==> src/rtl/wb_pkg.sv <==
// rtl/wb_pkg.sv - shared opcode constants and helpers for the write-back stage
// Purpose: opcode encodings, register-file sizing constants and the
//          writes_reg() classifier shared by memory-control and write-back.
// Ports:   none (package).
package wb_pkg;

    localparam int NUM_REGS  = 16;
    localparam int DATA_W    = 32;
    localparam int CNT_W     = 16;
    localparam int REG_IDX_W = $clog2(NUM_REGS);

    localparam logic [3:0] OP_NOP    = 4'b0000;
    localparam logic [3:0] OP_LOAD   = 4'b1001;
    localparam logic [3:0] OP_STORE  = 4'b1010;
    localparam logic [3:0] OP_BRANCH = 4'b1101;
    localparam logic [3:0] OP_HALT   = 4'b1111;

    // Every opcode outside the non-writing set produces a register result.
    function automatic logic writes_reg(input logic [3:0] op);
        return !(op == OP_NOP || op == OP_STORE || op == OP_BRANCH || op == OP_HALT);
    endfunction

endpackage

==> src/rtl/regfile_core.sv <==
// rtl/regfile_core.sv - NUM_REGS x DATA_W register array, 1 write / 2 read ports
// Purpose: architectural register storage with R0 hard-wired to zero.
// Ports:   clk, reset          - clock, async active-high reset (clears array)
//          we, waddr, wdata    - synchronous write port
//          raddr1/2, rdata1/2  - combinational read ports
module regfile_core #(
    parameter int NUM_REGS = 16,
    parameter int DATA_W   = 32
) (
    input  logic              clk,
    input  logic              reset,
    input  logic              we,
    input  logic [3:0]        waddr,
    input  logic [DATA_W-1:0] wdata,
    input  logic [3:0]        raddr1,
    input  logic [3:0]        raddr2,
    output logic [DATA_W-1:0] rdata1,
    output logic [DATA_W-1:0] rdata2
);

    localparam int IDX_W = $clog2(NUM_REGS);

    logic [DATA_W-1:0] regs [NUM_REGS];

    // Index 0 and anything beyond the implemented array are not real storage.
    function automatic logic live_idx(input logic [3:0] idx);
        return (idx != 4'd0) && (int'(idx) < NUM_REGS);
    endfunction

    always_ff @(posedge clk or posedge reset) begin
        if (reset) begin
            for (int i = 0; i < NUM_REGS; i++) begin
                regs[i] <= '0;
            end
        end else if (we && live_idx(waddr)) begin
            regs[waddr[IDX_W-1:0]] <= wdata;
        end
    end

    always_comb begin
        rdata1 = '0;
        rdata2 = '0;
        if (live_idx(raddr1)) begin
            rdata1 = regs[raddr1[IDX_W-1:0]];
        end
        if (live_idx(raddr2)) begin
            rdata2 = regs[raddr2[IDX_W-1:0]];
        end
    end

endmodule

==> src/rtl/writeback_regfile.sv <==
// rtl/writeback_regfile.sv - write-back latch, register file, bypass, halt, retire count
// Purpose: captures the memory stage result into a one-entry latch, commits it
//          to the register file on the following edge, and serves two operands
//          with bypass from the pending latch.
// Ports:   clk, reset                       - clock, async active-high reset
//          valid_in, opcode, dest_reg,
//          alu_result, mem_data             - instruction leaving memory stage
//          src1_sel/src2_sel, source1/2     - operand read ports
//          wb_valid, wb_reg, wb_data        - pending write-back latch
//          halted, retired                  - sticky halt, retired count
module writeback_regfile #(
    parameter int NUM_REGS = wb_pkg::NUM_REGS,
    parameter int DATA_W   = wb_pkg::DATA_W,
    parameter int CNT_W    = wb_pkg::CNT_W
) (
    input  logic              clk,
    input  logic              reset,
    input  logic              valid_in,
    input  logic [3:0]        opcode,
    input  logic [3:0]        dest_reg,
    input  logic [DATA_W-1:0] alu_result,
    input  logic [DATA_W-1:0] mem_data,
    input  logic [3:0]        src1_sel,
    input  logic [3:0]        src2_sel,
    output logic [DATA_W-1:0] source1,
    output logic [DATA_W-1:0] source2,
    output logic              wb_valid,
    output logic [3:0]        wb_reg,
    output logic [DATA_W-1:0] wb_data,
    output logic              halted,
    output logic [CNT_W-1:0]  retired
);

    import wb_pkg::writes_reg;
    import wb_pkg::OP_LOAD;
    import wb_pkg::OP_HALT;

    logic              capture;
    logic              cap_write;
    logic [DATA_W-1:0] cap_data;
    logic [DATA_W-1:0] rf_rd1;
    logic [DATA_W-1:0] rf_rd2;

    // Once halted nothing from the memory stage is accepted until reset.
    assign capture = valid_in && !halted;

    // Writes to R0 or to unimplemented indices are dropped here so the latch
    // never advertises a bypass for a register that cannot hold the value.
    assign cap_write = capture && writes_reg(opcode) && (dest_reg != 4'd0)
                       && (int'(dest_reg) < NUM_REGS);

    assign cap_data = (opcode == OP_LOAD) ? mem_data : alu_result;

    always_ff @(posedge clk or posedge reset) begin
        if (reset) begin
            wb_valid <= 1'b0;
            wb_reg   <= '0;
            wb_data  <= '0;
            halted   <= 1'b0;
            retired  <= '0;
        end else begin
            wb_valid <= cap_write;
            if (capture) begin
                wb_reg  <= dest_reg;
                wb_data <= cap_data;
                retired <= retired + 1'b1;
                if (opcode == OP_HALT) begin
                    halted <= 1'b1;
                end
            end
        end
    end

    // The latch content commits on the edge after capture; a capture and a
    // commit in the same cycle are independent, so the older write lands
    // while the newer one waits in the latch.
    regfile_core #(
        .NUM_REGS (NUM_REGS),
        .DATA_W   (DATA_W)
    ) u_regfile_core (
        .clk    (clk),
        .reset  (reset),
        .we     (wb_valid),
        .waddr  (wb_reg),
        .wdata  (wb_data),
        .raddr1 (src1_sel),
        .raddr2 (src2_sel),
        .rdata1 (rf_rd1),
        .rdata2 (rf_rd2)
    );

    // R0 and out-of-range indices read 0; otherwise the pending latch wins
    // over the array because it holds the younger value.
    always_comb begin
        source1 = '0;
        source2 = '0;
        if (src1_sel != 4'd0 && int'(src1_sel) < NUM_REGS) begin
            source1 = (wb_valid && wb_reg == src1_sel) ? wb_data : rf_rd1;
        end
        if (src2_sel != 4'd0 && int'(src2_sel) < NUM_REGS) begin
            source2 = (wb_valid && wb_reg == src2_sel) ? wb_data : rf_rd2;
        end
    end

endmodule

==> config.mk <==
export PLATFORM = sky130hd
export DESIGN_NAME = writeback_regfile
export DESIGN_NICKNAME = d
export VERILOG_FILES = /design/src/rtl/wb_pkg.sv /design/src/rtl/regfile_core.sv /design/src/rtl/writeback_regfile.sv
export SDC_FILE = /design/constraint.sdc
export NUM_CORES = 1
export LEC_CHECK = 0
export CORE_MARGIN = 1
export CORE_UTILIZATION = 55
export CTS_CLUSTER_SIZE = 10
export DETAILED_ROUTE_END_ITERATION = 8
export GPL_TIMING_DRIVEN = 0
export PLACE_DENSITY_LB_ADDON = 0.3
export REMOVE_ABC_BUFFERS = 1
export SLEW_MARGIN = 30
export SYNTH_ARGS = -nofsm -noshare
export SYNTH_HDL_FRONTEND = slang
export SYNTH_SLANG_ARGS = --single-unit
==> constraint.sdc <==
create_clock -name clk -period 26.9 [get_ports clk]
set_clock_uncertainty 0.2 [all_clocks]
set_input_delay 6.725 -clock clk [delete_from_list [all_inputs] [get_ports clk]]
set_output_delay 6.725 -clock clk [all_outputs]
set_load 0.03 [all_outputs]
# Word level (Yosys, flattened, before mapping)
# Index checks and enable logic that the tools add are counted.
# W data, S select, Z words.
# totals
regBits,566
in_bits,83
elab_cells,67
# classes
mux,14
n_eq_ne,6
add_sub_neg,1
bitwise,3
n_reduce_logical,18
n_lt_le_gt_ge,4
# ops
op,n
$bwmux W512,1
$mux W32,10
$bmux W32 S4,2
$demux W32 S4,1
$add A16 B1 Y16 const B,1
$eq A4 B4 Y1 const B,4
$reduce_bool A4 Y1,4
$ge A5 B5 Y1 const B,3
$not A4 Y5,3
$eq A4 B4 Y1,2
$logic_and A1 B1 Y1,7
$lt A5 B1 Y1 const B,1
$logic_not A4 Y1,1
$logic_or A1 B1 Y1,3
$logic_not A1 Y1,2
$reduce_and A2 Y1,1

# Logic depth before layout (Yosys ltp)
# depth
depth_word,7
ltp_mapped,7
depth_no_buf,5

# By module
# From an unflattened synthesis, not the netlist that was laid out.
# hier_totals
cells_unflattened,2298
area_unflattened_um2,29117.9
# by_module_without_submodules
mod,cells_per_inst,n_inst,area_each_um2
regfile_core,1826,1,25231.7
writeback_regfile,472,1,3886.2

# Least setup slack after synthesis
# OpenSTA, ideal clock, no wires.
# synth_timing
path_kind,in2out
start,in src2_sel[1]
end,out source2[31]
required_time_ns,19.975
t_arrival_ns,8.508
n_path_buf,3
slack_ns,11.467
cell_stages,7
path_cell_list,buf_6 > buf_12 > buf_8 > mux4_2 > mux2i_1 > mux2_2 > o31ai_1
# synth_via
elab_chain_cells,6
word_cells_on_any_way,9
cone_classes,1 x eq/ne; 5 x mux; 1 x bitwise; 2 x reduce/logical
# synth_rtl
element,line,rtl
from (decl),writeback_regfile.sv:24,"input logic [3:0] src2_sel,"
$not A4 Y5 (not written as such),regfile_core.sv:47,rdata2 = regs[raddr2[IDX_W-1:0]];
$bmux W32 S4,regfile_core.sv:47,
$mux W32 (not written as such) (2 in series),regfile_core.sv:47,
$mux W32,writeback_regfile.sv:101,source2 = (wb_valid && wb_reg == src2_sel) ? wb_data : rf_rd2;
$mux W32 *,writeback_regfile.sv:100,if (src2_sel != 4'd0 && int'(src2_sel) < NUM_REGS) begin
to (decl),writeback_regfile.sv:26,"output logic [DATA_W-1:0] source2,"
# Mark *: on every way between the ends. The rest lies on a longest branch, timed or not. The select of a mux whose other input is x is not followed.

# Final worst setup path
# layout_timing
start,in src1_sel[2]
end,out source1[16]
# layout_via
elab_chain_cells,6
word_cells_on_any_way,9
cone_classes,1 x eq/ne; 5 x mux; 1 x bitwise; 2 x reduce/logical
# layout_rtl
element,line,rtl
from (decl),writeback_regfile.sv:23,"input logic [3:0] src1_sel,"
$not A4 Y5 (not written as such),regfile_core.sv:44,rdata1 = regs[raddr1[IDX_W-1:0]];
$bmux W32 S4,regfile_core.sv:44,
$mux W32 (not written as such) (2 in series),regfile_core.sv:44,
$mux W32,writeback_regfile.sv:98,source1 = (wb_valid && wb_reg == src1_sel) ? wb_data : rf_rd1;
$mux W32 *,writeback_regfile.sv:97,if (src1_sel != 4'd0 && int'(src1_sel) < NUM_REGS) begin
to (decl),writeback_regfile.sv:25,"output logic [DATA_W-1:0] source1,"
# Marks and branches as above.

==> out/metrics.cfg <==
[cts]
cts_hold_buffers=0
post_cts_buffers=0
cts.clk_slew.worst_paths_ps=60
clkSinkCount=566
tritoncts=built
cts_resized=0
cts_buffers=68
htreeDepth=3
cts_max_path_buffers=3
clk_latency_ps=600
clockRootBuffer=clkbuf_16

[logic_synthesis]
syn_area_um2=30700
yosysSeqAreaShare_pct=46.2
yosys-top-cells-area=dfrtp_1 46%, mux4_2 18%, mux2_2 18%
synthTopCellsByCount=566 x dfrtp_1, 489 x mux2_2, 247 x mux4_2
ys_async_sr_fraction_pct=100
ys.flop_type=dfrtp_1
syn_area_per_cell_um2=15.0
synthCells=2039
synth-edff-count=0
synth_top_area_cell=dfrtp_1
synth-seq-cells=566
synth.most_common_cell=dfrtp_1
ys_types=53
ys.warnings.count=0
synth_largest_type_area_fraction_pct=46.2

[global_routing]
antenna_found_initial=0
gr-usage-all-layers_pct=29.7
grt.overflow.total=0
grt_start_max_net_pins=93
grt_pass1_vias=20500
grt_pass1_wl_mm=126

[cells_and_area]
largest_reg_flops=512
reg.largest.list=u_regfile_core.regs (512), wb_data (32), retired (16)
largest_register=u_regfile_core.regs
n_antenna_cell=0
seq_area_um2=14200
area_delta_synth_final_pct=17.5
final_cells=2914
fillers=3907
multi_input_area_um2=15500
fin_nets=2228
drive_gt1_share_pct=43.7

[worst_setup_path]
crit_fanout=68
crit_chain=buf_8, buf_16, xnor2_1, and4_1, a21boi_4, buf_16, buf_16, a22o_1, clkdlybuf4s50_1
critPathLaunchType=input pin
crit_top_cell=buf_16
cp.arrival_ps=10130
crit_type=in -> out
cp_slowest_cell=clkdlybuf4s50_1
max_stage_delay_ps=710
required_ps=19980
end_kind=output port

[detailed_routing]
dr_total_vias=19200
via_per_inst=6.59
first_pass_iters=5
wirelength_mm=81.0
drc=0
drt_iter0_drc=1491
routedWlPerCell_um=27.8
postRouteAntennaNets=0

[sta]
layout_min_cycle_time_ps=17060
slew_viol_final=0
whs_ps=195
post-route-period-util_pct=63.4
hold_violations=0
slew_headroom_pct=45.9
tns_ps=0
worst_slew_pin_slew_ps=809
rsz0062_at_grt=false
setup_viol=0
clock.fmax_mhz=58.6

[place]
hpwl_mm=51.3
gp_congestion=0.762
placed_cells=2822
io_buffers=200

[min_path]
min_path_type=reg -> reg

[floorplan]
io_pins=201
core_um2=55100
fp-row-count=86
start_util_pct=55.7
die-area_um2=56700
die_w_um=238
fp.dieH_um=238

[run_status]
outcome=finished, final reports clean

[job]
max_cap_violations=0

[power_and_ir_drop]
vdd_drop_max_v=0.0000717
powerDensity_nw_per_um2=96.3
leakage_nw=15.8

==> where the power goes <==
| part | internal (W) | switching [W] | leakage, nW |
|---|---|---|---|
| clock network | 0.000479 | 0.000347 | 0.935 |
| logic | 0.000678 | 0.000449 | 7.39 |
| registers | 0.00118 | 0.000339 | 7.52 |
==> worst max-delay path, delay by kind of cell <==
kind / cells / cell delay [ps]
simple gates: 1 / 370
xor+xnor: 1 / 210
compound gates: 2 / 790
buf+inv: 5 / 1920
==> cell usage in the layout (no fill, tap or decap), drive strengths merged, types with 38 or more instances in the layout <==
cell type and count:
mux2i 186, nand3 39, nand2 63, buf 74, clkbuf 87, mux4 256
mux2 507, o21ai 38, dfrtp 566, clkdlybuf4s50 192
==> through the flow <==
stage	instance area [um^2]	setup WS [ps]	power [W]	util, %
after CTS	36000	9850	0.00348	65.4
final	36000	9840	0.00347	65.4
after global routing	36000	9740	0.00364	65.4
after detailed placement	34100	9870	0.00264	61.9
after global placement	32400	-3730	0.00257	58.8
after floorplan	29500	4140	0.00221	-
==> cell type report <==
type                            count  area share, %
Timing Repair Buffer              266           9.85
Inverter                            3         0.0521
Clock buffer                       87           5.15
Clock inverter                      5          0.163
Multi-Input combinational cell   1239           42.9
Sequential cell                   566           39.3
Tap cell                          748           2.60
==> metal layers <==
layer / vias to the layer above / track usage [%] / wire (um)
li1: 8009 / - / -
met1: 10300 / 42.0 / 34000
met2: 748 / 46.8 / 39100
met3: 164 / 5.29 / 5630
met4: 0 / 10.3 / 2300
met5: - / 0 / 0
==> final timing paths <==
| kind | end | depth (start not counted) | from | slack [ps] |
|---|---|---|---|---|
| max | source1[16] | 9 | src1_sel[2] | 9840 |
| min | u_regfile_core.regs[504] | 0 | u_regfile_core.regs[504] | 200 |
| max reg2reg | u_regfile_core.regs[113] | 4 | wb_reg[0] | 24160 |
| min reg2reg | u_regfile_core.regs[504] | 0 | u_regfile_core.regs[504] | 200 |
| max in group asynchronous | u_regfile_core.regs[456] | 7 | reset | 17700 |
| min in group asynchronous | u_regfile_core.regs[308] | 2 | reset | 6360 |
==> cell families (layout without fill, tap and decap cells) <==
family                   count (synthesis)  count (layout)  synth area share, %
AO/OA/AOI/OAI                          112             112                 3.06
XOR/XNOR                                23              23                0.657
adder cells (fa/ha/maj)                  1               1               0.0408
buffers and inverters                  234             361                 4.03
flip-flops                             566             566                 46.2
multiplexers                           949             949                 43.6
AND/OR/NAND/NOR                        154             154                 2.46
Power figures use the tool's default switching activity.
